===== config.mk =====
export PLATFORM = sky130hd
export DESIGN_NAME = umem_arbiter
export DESIGN_NICKNAME = d
export VERILOG_FILES = /design/src/rtl/common_pkg.sv /design/src/rtl/umem_arbiter.sv
export SDC_FILE = /design/constraint.sdc
export NUM_CORES = 1
export LEC_CHECK = 0
export BUFFER_PORTS_ARGS = -buffer_cell sky130_fd_sc_hd__buf_2
export CORE_AREA = 2 2 144 146
export DETAILED_ROUTE_END_ITERATION = 8
export DIE_AREA = 0 0 146 148
export MAX_ROUTING_LAYER = met4
export PLACE_DENSITY = 0.46
export REMOVE_ABC_BUFFERS = 1
export SETUP_SLACK_MARGIN = 0.4
export SLEW_MARGIN = 20
export SYNTH_ARGS = -nofsm -noshare
export SYNTH_HDL_FRONTEND = slang
export SYNTH_SLANG_ARGS = --single-unit

===== constraint.sdc =====
create_clock -name clk -period 4.81 [get_ports clk]
set_clock_uncertainty 0.15 [all_clocks]
set_input_delay 0.962 -clock clk [delete_from_list [all_inputs] [get_ports clk]]
set_output_delay 0.962 -clock clk [all_outputs]
set_load 0.02 [all_outputs]

===== src/rtl/common_pkg.sv =====
// Shared types for the dual-core MSI system.
//   blk_state_t : per-line MSI coherence state used by the cache controllers.
//   arb_state_t : ownership state of the unified-memory arbiter.
//   CORE0/CORE1 : core ids as used by grant/owner/rr pointer.
package common;

    typedef enum logic [1:0] {
        BLK_INVALID,
        BLK_SHARED,
        BLK_MODIFIED
    } blk_state_t;

    typedef enum logic [1:0] {
        ARB_IDLE,
        ARB_OWN0,
        ARB_OWN1,
        ARB_GAP
    } arb_state_t;

    localparam logic CORE0 = 1'b0;
    localparam logic CORE1 = 1'b1;

endpackage


===== src/rtl/umem_arbiter.sv =====
// Two-requester round-robin arbiter for the shared unified memory port.
// Ownership is held for as long as the owner keeps re or we asserted, so a
// write-back followed by a fill is never split. A one-cycle gap follows every
// release. A sticky hold_err flags any ownership lasting HOLD_MAX cycles.
//
// Ports:
//   clk, rst_n            clock, async active-low reset
//   u_re, u_we [1:0]      per-core read / write requests (levels)
//   u_addr0/1, d_line0/1  per-core line address / write data
//   grant [1:0]           one-hot ownership (decoded from state register)
//   u_rdy [1:0]           mem_rdy steered to the owner only
//   u_rd_data             mem_rdata broadcast to both cores
//   mem_re/we/addr/wdata  muxed request to unified memory
//   mem_rdy, mem_rdata    memory response
//   owner                 id of current or last owner
//   hold_err              sticky hold-limit violation
module umem_arbiter
    import common::*;
#(
    parameter int unsigned HOLD_MAX = 64,
    parameter int unsigned CNT_W    = 8
) (
    input  logic        clk,
    input  logic        rst_n,
    input  logic [1:0]  u_re,
    input  logic [1:0]  u_we,
    input  logic [10:0] u_addr0,
    input  logic [10:0] u_addr1,
    input  logic [63:0] d_line0,
    input  logic [63:0] d_line1,
    output logic [1:0]  grant,
    output logic [1:0]  u_rdy,
    output logic [63:0] u_rd_data,
    output logic        mem_re,
    output logic        mem_we,
    output logic [10:0] mem_addr,
    output logic [63:0] mem_wdata,
    input  logic        mem_rdy,
    input  logic [63:0] mem_rdata,
    output logic        owner,
    output logic        hold_err
);

    localparam logic [CNT_W-1:0] HoldLimit = CNT_W'(HOLD_MAX);

    arb_state_t       state_q, state_d;
    logic             rr_ptr_q, rr_ptr_d;
    logic             owner_q, owner_d;
    logic [CNT_W-1:0] hold_cnt_q, hold_cnt_d;
    logic             hold_err_q, hold_err_d;

    logic [1:0] req;
    logic       pick;
    logic       own_keep;

    assign req = u_re | u_we;

    always_comb begin
        state_d    = state_q;
        rr_ptr_d   = rr_ptr_q;
        owner_d    = owner_q;
        hold_cnt_d = hold_cnt_q;
        hold_err_d = hold_err_q;
        pick       = CORE0;
        own_keep   = 1'b0;

        unique case (state_q)
            ARB_IDLE: begin
                if (req != 2'b00) begin
                    // Tie goes to rr_ptr; otherwise the single requester wins.
                    pick       = (req == 2'b11) ? rr_ptr_q : req[1];
                    state_d    = (pick == CORE1) ? ARB_OWN1 : ARB_OWN0;
                    owner_d    = pick;
                    rr_ptr_d   = ~pick;
                    // First OWN cycle counts as one held cycle.
                    hold_cnt_d = CNT_W'(1);
                end
            end
            ARB_OWN0: begin
                own_keep = req[0];
            end
            ARB_OWN1: begin
                own_keep = req[1];
            end
            ARB_GAP: begin
                state_d = ARB_IDLE;
            end
            default: begin
                state_d = ARB_IDLE;
            end
        endcase

        if (state_q == ARB_OWN0 || state_q == ARB_OWN1) begin
            if (own_keep) begin
                hold_cnt_d = (&hold_cnt_q) ? hold_cnt_q : hold_cnt_q + 1'b1;
                // Registered so hold_err is high in the cycle the count equals HOLD_MAX.
                if (hold_cnt_d == HoldLimit) begin
                    hold_err_d = 1'b1;
                end
            end else begin
                state_d = ARB_GAP;
            end
        end
    end

    always_ff @(posedge clk or negedge rst_n) begin
        if (!rst_n) begin
            state_q    <= ARB_IDLE;
            rr_ptr_q   <= CORE0;
            owner_q    <= CORE0;
            hold_cnt_q <= '0;
            hold_err_q <= 1'b0;
        end else begin
            state_q    <= state_d;
            rr_ptr_q   <= rr_ptr_d;
            owner_q    <= owner_d;
            hold_cnt_q <= hold_cnt_d;
            hold_err_q <= hold_err_d;
        end
    end

    // Memory-side mux; everything is zero outside the OWN states.
    always_comb begin
        grant     = 2'b00;
        mem_re    = 1'b0;
        mem_we    = 1'b0;
        mem_addr  = '0;
        mem_wdata = '0;
        unique case (state_q)
            ARB_OWN0: begin
                grant     = 2'b01;
                mem_re    = u_re[0];
                mem_we    = u_we[0];
                mem_addr  = u_addr0;
                mem_wdata = d_line0;
            end
            ARB_OWN1: begin
                grant     = 2'b10;
                mem_re    = u_re[1];
                mem_we    = u_we[1];
                mem_addr  = u_addr1;
                mem_wdata = d_line1;
            end
            default: begin
            end
        endcase
    end

    assign u_rdy     = grant & {2{mem_rdy}};
    assign u_rd_data = mem_rdata;
    assign owner     = owner_q;
    assign hold_err  = hold_err_q;

endmodule


==> results.yml, run 1 <==
outcome:
  outcome: "completed"
route:
  viasPerCell: 4.161
  drtIter0Drc: 186
  wl_mm: 21.56
  route.antenna.remaining_nets: 0
  drc_errors: 0
  num_vias: 3158
  firstDrtPassIters: 4
  wl_per_cell_microns: 28.41
global_routing:
  antenna_found_initial: 0
  grt.total_usage_pct: 19.67
  grt_max_degree: 81
  grt_use_met3_pct: 20.00
  gr-max-usage-layer: "met2"
  grt_use_met2_pct: 35.02
  use_met1_pct: 12.64
  grt_pass1_wl_mm: 28.10
  grt_overflow: 0
  grt_pass1_vias: 3148
setup_path:
  path_buf_inv: 3
  worst_path_largest_cell_delay_ps: 700
  worstPathMaxFanout: 72
  startpoint_type: "flip-flop"
  worstSetupPathType: "flip-flop to output port"
  cp_cell_sequence: "inv_1, ha_4, buf_4, a22oi_1, nor2b_1, buf_2"
  required_ps: 3700
  end_kind: "output port"
  critical-path-top-delay-family: "adder cells"
  critPathSlowestCell: "ha_4"
  critPathArrivalTime_ps: 2350
clock_tree:
  clkSinkCount: 13
  clk_latency_ps: 240
  cts_tree: "built"
  post_cts_resize_count: 0
  cts_buffers: 3
  cts-htree-levels: 1
  cts.path.max_buffers: 2
  hold_buffers: 0
  clkSlewWorstSetupHoldPaths_ps: 50
  cts_setup_buffers: 0
  cts_root_buf: "clkbuf_16"
die:
  die_x_microns: 146
  die-area_sq_mm: 0.02161
  fp.dieH_microns: 148
  placementRows: 52
  initial_utilization_pct: 13.04
  io_pins: 368
  core_area_sq_mm: 0.02004
sta:
  whs_ps: 318.3
  rsz0062_at_grt: "no"
  period_minus_slack_ps: 3457
  fin_crit_sh_pct: 71.88
  drv_slew: 0
  finalSetupViolations: 0
  slew_headroom_pct: 37.95
  finalHoldViolations: 0
  fmaxAchievable_ghz: 0.2892
  worst_pin_slew_ps: 930.8
  tns_ps: 0
power:
  p_leak_nw: 1.767
  power_density_mw_per_mm2: 677.5
  ir_drop_mv: 0.3347
finish:
  syn_to_final_growth_pct: 39.16
  drive_gt1_share_pct: 53.78
  fin_nets: 716
  multi_input_area_sq_mm: 0.001669
  fillCellCount: 2350
  regArea_sq_um: 325.3
  diodes: 0
yosys:
  synth_area_sq_mm: 0.002614
  synth-seq-cells: 13
  ys_top_cells_by_area: "a22oi_1 (22%), nor2b_1 (18%), buf_4 (18%)"
  synth_warnings: 0
  synth_seq_area_share_pct: 12.45
  synthArstFlopShare_pct: 100.0
  synthCells: 337
  synth_edf_count: 0
  synth-main-ff-cell: "dfrtp_1"
  yosys.area.top_type: "a22oi_1"
  syn_avg_cell_area_sq_um: 7.756
  yosysUniqueCellTypes: 48
  synth_top_area_share_pct: 22.12
hold_path:
  hold_class: "flip-flop to flip-flop"
place:
  gp_congestion: 0.8726
  dp_hpwl_mm: 19.22
  io_buffers: 239
flow_run:
  drv_cap: 0
-- state kept, by name (all words and copies together), names as in the netlist --
register    cells
hold_cnt_q      8
state_q         2
owner           1
rr_ptr_q        1
hold_err        1
-- worst reg2reg max path, cell delays in order, from the launching register on --
cell      delay [ps]
dfrtp_1          400
inv_1            240
ha_4             750
o21ai_2          190
a21boi_4         460
mux2_1           390
a22o_1           190
-- layer usage --
metal	share of wire (%)	wire length, microns	up-vias
met4	3.3	712	0
met3	24	5109	16
met1	23	4867	1380
li1	-	-	1451
met2	50	10870	311
met5	0	0	-
-- Yosys cell counts, drive strengths merged, types with 2 or more instances --
cell,instances
nor2b,78
a22oi,77
buf,72
clkbuf,21
dfrtp,13
nand2,8
nor2,7
o21ai,7
a21oi,6
and2,6
ha,5
inv,4
a211oi,3
nand3,3
a22o,2
a31oi,2
and3,2
nor3,2
-- metrics by stage --
| stage | utilization, % | power [mW] | cell area (sq um) | instances | setup WS, ps |
|---|---|---|---|---|---|
| CTS | 18.15 | 2.479 | 3637 | 759 | 1366 |
| floorplan | - | 1.566 | 1972 | 244 | 1040 |
| detailed placement | 17.76 | 2.314 | 3558 | 755 | 1636 |
| finish | 18.15 | 2.464 | 3637 | 759 | 1353 |
| global route | 18.15 | 2.665 | 3637 | 759 | 1180 |
| global placement | 17.71 | 2.315 | 3548 | 755 | 1572 |
-- logic make-up (layout without fill, tap and decap cells) --
family | after synthesis | after routing | share of synthesized area (%)
buffers and inverters | 97 | 249 | 25.13
xor gates and xnor gates | 1 | 1 | 0.3351
AOI/OAI and AO/OA | 107 | 107 | 32.17
DFF | 13 | 13 | 12.45
muxes | 2 | 2 | 0.8138
and+or+nand+nor | 112 | 112 | 26.71
adders and majority gates | 5 | 5 | 2.393
-- worst paths after layout --
check	start	to	slack [ps]	depth (start not counted)
max	state_q[1]	mem_wdata[27]	1350	6
min	hold_err	hold_err	320	1
max reg2reg	state_q[0]	hold_cnt_q[1]	1930	6
min reg2reg	hold_err	hold_err	320	1
max in group asynchronous	rst_n	hold_cnt_q[6]	3810	1
min in group asynchronous	rst_n	hold_cnt_q[2]	460	1
-- area by class of cell --
class,instances,share of cell area [%]
Timing Repair Buffer,241,33.30
Sequential cell,13,8.944
Tap cell,270,9.288
Multi-Input combinational cell,227,45.89
Clock buffer,4,2.167
Inverter,4,0.4128
-- layout by cell type (no fill, tap or decap), types with 2 or more instances in the layout --
cell type  synthesis  layout
a22o_1             2       2
a21oi_1            5       5
a22oi_1           77      77
buf_4             64       2
inv_1              4       4
a31oi_1            2       2
nand3_1            2       2
a211oi_2           2       2
o21ai_0            4       4
buf_2              6     239
nor2b_1           77      77
nor2_1             6       6
ha_4               0       3
and2_1             6       6
ha_1               5       2
nand2_1            8       8
dfrtp_1           13      13
o21ai_2            3       3
clkbuf_16          0       3
-- power breakdown --
part / internal [mW] / leakage, nW / switching [mW]
logic: 0.813 / 1.56 / 1.32
registers: 0.139 / 0.168 / 0.0281
clock network: 0.112 / 0.0382 / 0.0471
total: 1.06 / 1.77 / 1.40
Note: power is estimated with default switching activity, not from simulation.
==> run 2: changes to the inputs <==
CORE_AREA = 2 2 142 144   (was 2 2 144 146)
DIE_AREA = 0 0 144 146   (was 0 0 146 148)
PLACE_DENSITY = 0.47   (was 0.46)
clock period = 3.5 ns   (was 4.81 ns; I/O delays follow)
==> run 2 against run 1 <==
Against the previous run:
- sequential share of layout area down 0.14 points
- flip-flop and latch count is the same
- core utilization grew 0.97 points
- hold slack lost 130 ps
- first-iteration DRC count is 29% lower
- count of clock-buffer cells in the layout unchanged
- combinational power grew 42%
- register-to-register slack worse by 920 ps
- sequential power grew 35%
- non-clock buffer count rose by 5
==> results.yml, run 2 (synthesized netlist as in run 1, its figures left out) <==
outcome:
  outcome: "completed"
setup_path:
  startpoint: "state_q[1]"
  worstSetupPathType: "flip-flop to output port"
  critPathArrivalTime_ps: 2040
  startpoint_type: "flip-flop"
  worstPathMaxFanout: 26
  end_kind: "output port"
  required_ps: 2650
  rr_startpoint: "state_q[1]"
finish:
  syn_to_final_growth_pct: 41.41
  largest_register_ffs: 8
  reg_top3: "hold_cnt_q x8, state_q x2"
  final_cell_mix: "buf_2 (239), a22oi_1 (77), nor2b_1 (77), dfrtp_1 (13), nand2_1 (8)"
  registers.top_by_ff_count: "hold_cnt_q"
  final_core_util_pct: 19.12
  fillCellCount: 2244
  fin_nets: 721
  drive_gt1_share_pct: 54.25
  design_area_sq_mm: 0.003696
  final_common_cell: "buf_2"
  diodes: 0
die:
  die-area_sq_mm: 0.02102
  io_pins: 368
  fp.dieH_microns: 146
  die_x_microns: 144
  placementRows: 51
  initial_utilization_pct: 13.52
  core_area_sq_mm: 0.01933
hold_path:
  hold_class: "input port to async pin"
sta:
  fin_crit_sh_pct: 82.59
  finalHoldViolations: 0
  slew_headroom_pct: 74.10
  rsz0062_at_grt: "no"
  drv_slew: 0
  finalSetupViolations: 0
  period_minus_slack_ps: 2891
  fmaxAchievable_ghz: 0.3460
  worst_pin_slew_ps: 388.5
  whs_ps: 192.1
route:
  drtIter0Drc: 132
  wl_mm: 20.36
  drc_errors: 0
  viasPerCell: 4.282
  firstDrtPassIters: 5
  num_vias: 3250
  wl_per_cell_microns: 26.82
  route.antenna.remaining_nets: 0
clock_tree:
  cts.path.max_buffers: 2
  cts_tree: "built"
  clk_latency_ps: 240
  cts_buffers: 3
  cts-htree-levels: 1
  cts_root_buf: "clkbuf_16"
  clkSinkCount: 13
  clkSlewWorstSetupHoldPaths_ps: 50
global_routing:
  grt_use_met3_pct: 19.97
  grt_pass1_vias: 3044
  antenna_found_initial: 1
  grt_overflow: 0
  use_met1_pct: 11.99
  grt_pass1_wl_mm: 25.28
  grt_max_degree: 58
  grt.total_usage_pct: 18.31
  grt_use_met2_pct: 30.60
  gr-max-usage-layer: "met2"
power:
  power_density_mw_per_mm2: 940.4
  ir_drop_mv: 0.3355
  p_leak_nw: 1.803
place:
  placed_area_sq_mm: 0.003587
  gp_congestion: 0.9323
  io_buffers: 239
  dp_hpwl_mm: 18.02
flow_run:
  drv_cap: 0
-- run 2: cell types whose count changed in the layout (fill, tap and decap cells not counted), sizes merged --
cell	previous run	this run
buf	241	246
-- run 2: repair_timing --
item,4_1_cts,5_1_grt
gates resized for setup,1,0
pin swaps,0,1
setup buffers,0,1
hold buffers,0,0
setup endpoints to repair,1,17
-- run 2: critical path: stages (launching register included) --
cell     delay, ps
dfrtp_1        390
inv_1          170
ha_4           400
buf_4          290
a22oi_1        170
nor2b_1        170
buf_2          180
-- run 2: power breakdown --
| part | internal, mW | total, mW | switching [mW] |
|---|---|---|---|
| sequential | 0.191 | 0.226 | 0.0352 |
| clock | 0.154 | 0.222 | 0.0682 |
| combinational | 1.19 | 3.03 | 1.84 |
-- run 2: final timing paths --
path,slack (ps),end,cells past startpoint
worst max register to register,1010,hold_cnt_q[7],8
worst max-delay path,610,mem_wdata[6],6
worst min register to register,310,hold_err,1
worst min-delay path,190,hold_err,1
min in group clk,310,hold_err,1
max in group asynchronous,2770,hold_cnt_q[5],1
-- run 2: layer usage --
metal	wire length, microns	share of wire, %
met5	0	0
met4	792	3.9
met3	5282	26
met2	9429	46
met1	4855	24
-- run 2: final cells by class --
class,count,area (sq um),area share [%]
repair buffers,246,1286,34.80
multi-input cells,227,1659,44.89
inverters,4,15.01,0.4062
clock buffers,4,78.83,2.133
well taps,265,331.6,8.971
flip-flops and latches,13,325.3,8.802
-- run 2: per-stage QoR --
stage | cells | worst slack, ps | TNS, ps | total power, mW
floorplan | 244 | -8.432 | -645.1 | 2.152
global placement | 754 | 660.4 | 0 | 3.211
detailed placement | 754 | 649.4 | 0 | 3.202
CTS | 758 | 483.5 | 0 | 3.458
global route | 759 | 512.0 | 0 | 3.754
finish | 759 | 609.5 | 0 | 3.476
==> run 3: changes to the inputs <==
CORE_AREA = 2 2 141 143   (was 2 2 142 144)
DIE_AREA = 0 0 143 145   (was 0 0 144 146)
PLACE_DENSITY = 0.49   (was 0.47)
clock period = 2.5 ns   (was 3.5 ns; I/O delays follow)
==> run 3 against run 2 <==
Against the previous run:
- the run now ends with hold timing left
- register-to-register slack lost 720 ps
- final cell count up 5.9%
- global-route usage is 4.4 points higher
- setup slack got worse by 470 ps
==> results.yml, run 3 (synthesized netlist as in run 1, its figures left out) <==
finish:
  drive_gt1_share_pct: 72.36
  final_cell_mix: "buf_2 (172), buf_4 (69), nor2b_1 (52), a22oi_2 (46), a22oi_1 (31)"
  syn_to_final_growth_pct: 95.88
  reg_top3: "hold_cnt_q x8, state_q x2"
  fin_cells: 804
  diodes: 0
  final_common_cell: "buf_2"
  registers.top_by_ff_count: "hold_cnt_q"
  largest_register_ffs: 8
  fin_nets: 766
setup_path:
  critPathArrivalTime_ps: 1710
  end_kind: "output port"
  required_ps: 1850
  worstSetupPathType: "flip-flop to output port"
  worstPathMaxFanout: 13
  startpoint_type: "flip-flop"
clock_tree:
  cts-htree-levels: 1
  clkSlewWorstSetupHoldPaths_ps: 50
  clk_latency_ps: 240
  cts.path.max_buffers: 2
  clkSinkCount: 13
  cts_tree: "built"
  cts_buffers: 3
  cts_root_buf: "clkbuf_16"
global_routing:
  grt_pass1_vias: 3367
  antenna_found_initial: 0
  grt_max_degree: 38
  grt_overflow: 0
  grt_pass1_wl_mm: 30.54
  grt.total_usage_pct: 22.72
place:
  dp_cells: 761
  gp_congestion: 0.8888
  dp_slack_ps: 293.3
  dp_hpwl_mm: 19.78
  io_buffers: 239
die:
  die_x_microns: 143
  initial_utilization_pct: 13.61
  core_area_sq_mm: 0.01921
  fp.dieH_microns: 145
  placementRows: 51
  io_pins: 368
  die-area_sq_mm: 0.02074
sta:
  fin_crit_sh_pct: 94.25
  finalHoldViolations: 13
  rsz0062_at_grt: "yes"
  worst_pin_slew_ps: 306.2
  drv_slew: 0
  slew_headroom_pct: 79.59
  period_minus_slack_ps: 2356
  finalSetupViolations: 0
  whs_ps: -10.04
  fmaxAchievable_ghz: 0.4244
  setup_ws_ps: 143.7
route:
  viasPerCell: 4.386
  wl_met2_mm: 12.81
  highest_layer: "met4"
  firstDrtPassIters: 4
  route.antenna.remaining_nets: 0
  route.met3.wl_mm: 5.327
  wl_per_cell_microns: 31.21
  num_vias: 3526
  drt-met1-wl_mm: 6.234
  drc_errors: 0
  wl_mm: 25.10
  drtIter0Drc: 142
power:
  power_density_mw_per_mm2: 1549
  ir_drop_mv: 0.4888
  p_leak_nw: 2.319
outcome:
  outcome: "finished with violations"
  violations: "hold timing"
flow_run:
  drv_cap: 0
hold_path:
  hold_class: "input port to async pin"
-- run 3: cell types whose count changed in the layout (fill, tap and decap cells not counted), moves of 21 or more --
cell     change
buf_2       -67
buf_4       +65
a22oi_1     -46
a22oi_2     +46
nor2b_1     -25
buf_6       +21
-- run 3: where the power goes --
group / switching (mW) / internal, mW / total (mW)
Clock: 0.0945 / 0.216 / 0.310
Combinational: 3.51 / 3.79 / 7.30
Sequential: 0.0542 / 0.268 / 0.322
-- run 3: per-stage QoR --
| stage | setup TNS [ps] | area (sq um) | util (%) | hold slack, ps | power [mW] |
|---|---|---|---|---|---|
| 2_1_floorplan | -71070 | 1972 | - | 54.41 | 3.012 |
| 3_3_place_gp | 0 | 3680 | 19.16 | 267.0 | 4.715 |
| 3_5_place_dp | 0 | 3680 | 19.16 | 265.5 | 4.708 |
| 4_1_cts | 0 | 4667 | 24.30 | 4.717 | 7.102 |
| 5_1_grt | 0 | 5120 | 26.66 | 12.07 | 8.314 |
| 6_report | 0 | 5120 | 26.66 | -10.04 | 7.929 |
-- run 3: path summary, 6_finish.rpt --
path | end | slack, ps | startpoint | cells after the start
min in group clk | hold_err | 310 | hold_err | 1
min | hold_cnt_q[5] | -10 | rst_n | 1
max reg2reg | hold_cnt_q[3] | 290 | state_q[1] | 11
max | mem_addr[9] | 140 | state_q[1] | 7
min reg2reg | hold_err | 310 | hold_err | 1
max in group asynchronous | hold_cnt_q[0] | 1980 | rst_n | 1
-- run 3: cell type report --
cell class	instances	area, sq um
fill	2056	14090
timing repair buffer	291	2281
tap	265	331.6
sequential	13	325.3
inverter	4	15.01
multi-input combinational	227	2088
clock buffer	4	78.83
-- run 3: critical path, stage by stage (launching register included) --
cell	delay [ps]
dfrtp_1	400
buf_6	130
ha_4	180
buf_12	150
buf_4	150
a22oi_2	200
nor2b_1	80
buf_4	160
-- run 3: per-layer routing --
layer	vias to the layer above	track usage, %
met5	-	-
met4	0	5.545
met3	19	20.50
met2	347	40.43
met1	1606	16.16
li1	1554	-
-- run 3: timing repair --
action	4_1_cts	5_1_grt
cloned	10	5
hold buffers	0	0
pin swaps	8	5
gates resized for setup	128	64
hold endpoints to repair	0	0
setup endpoints to repair	85	87
setup buffers	19	5
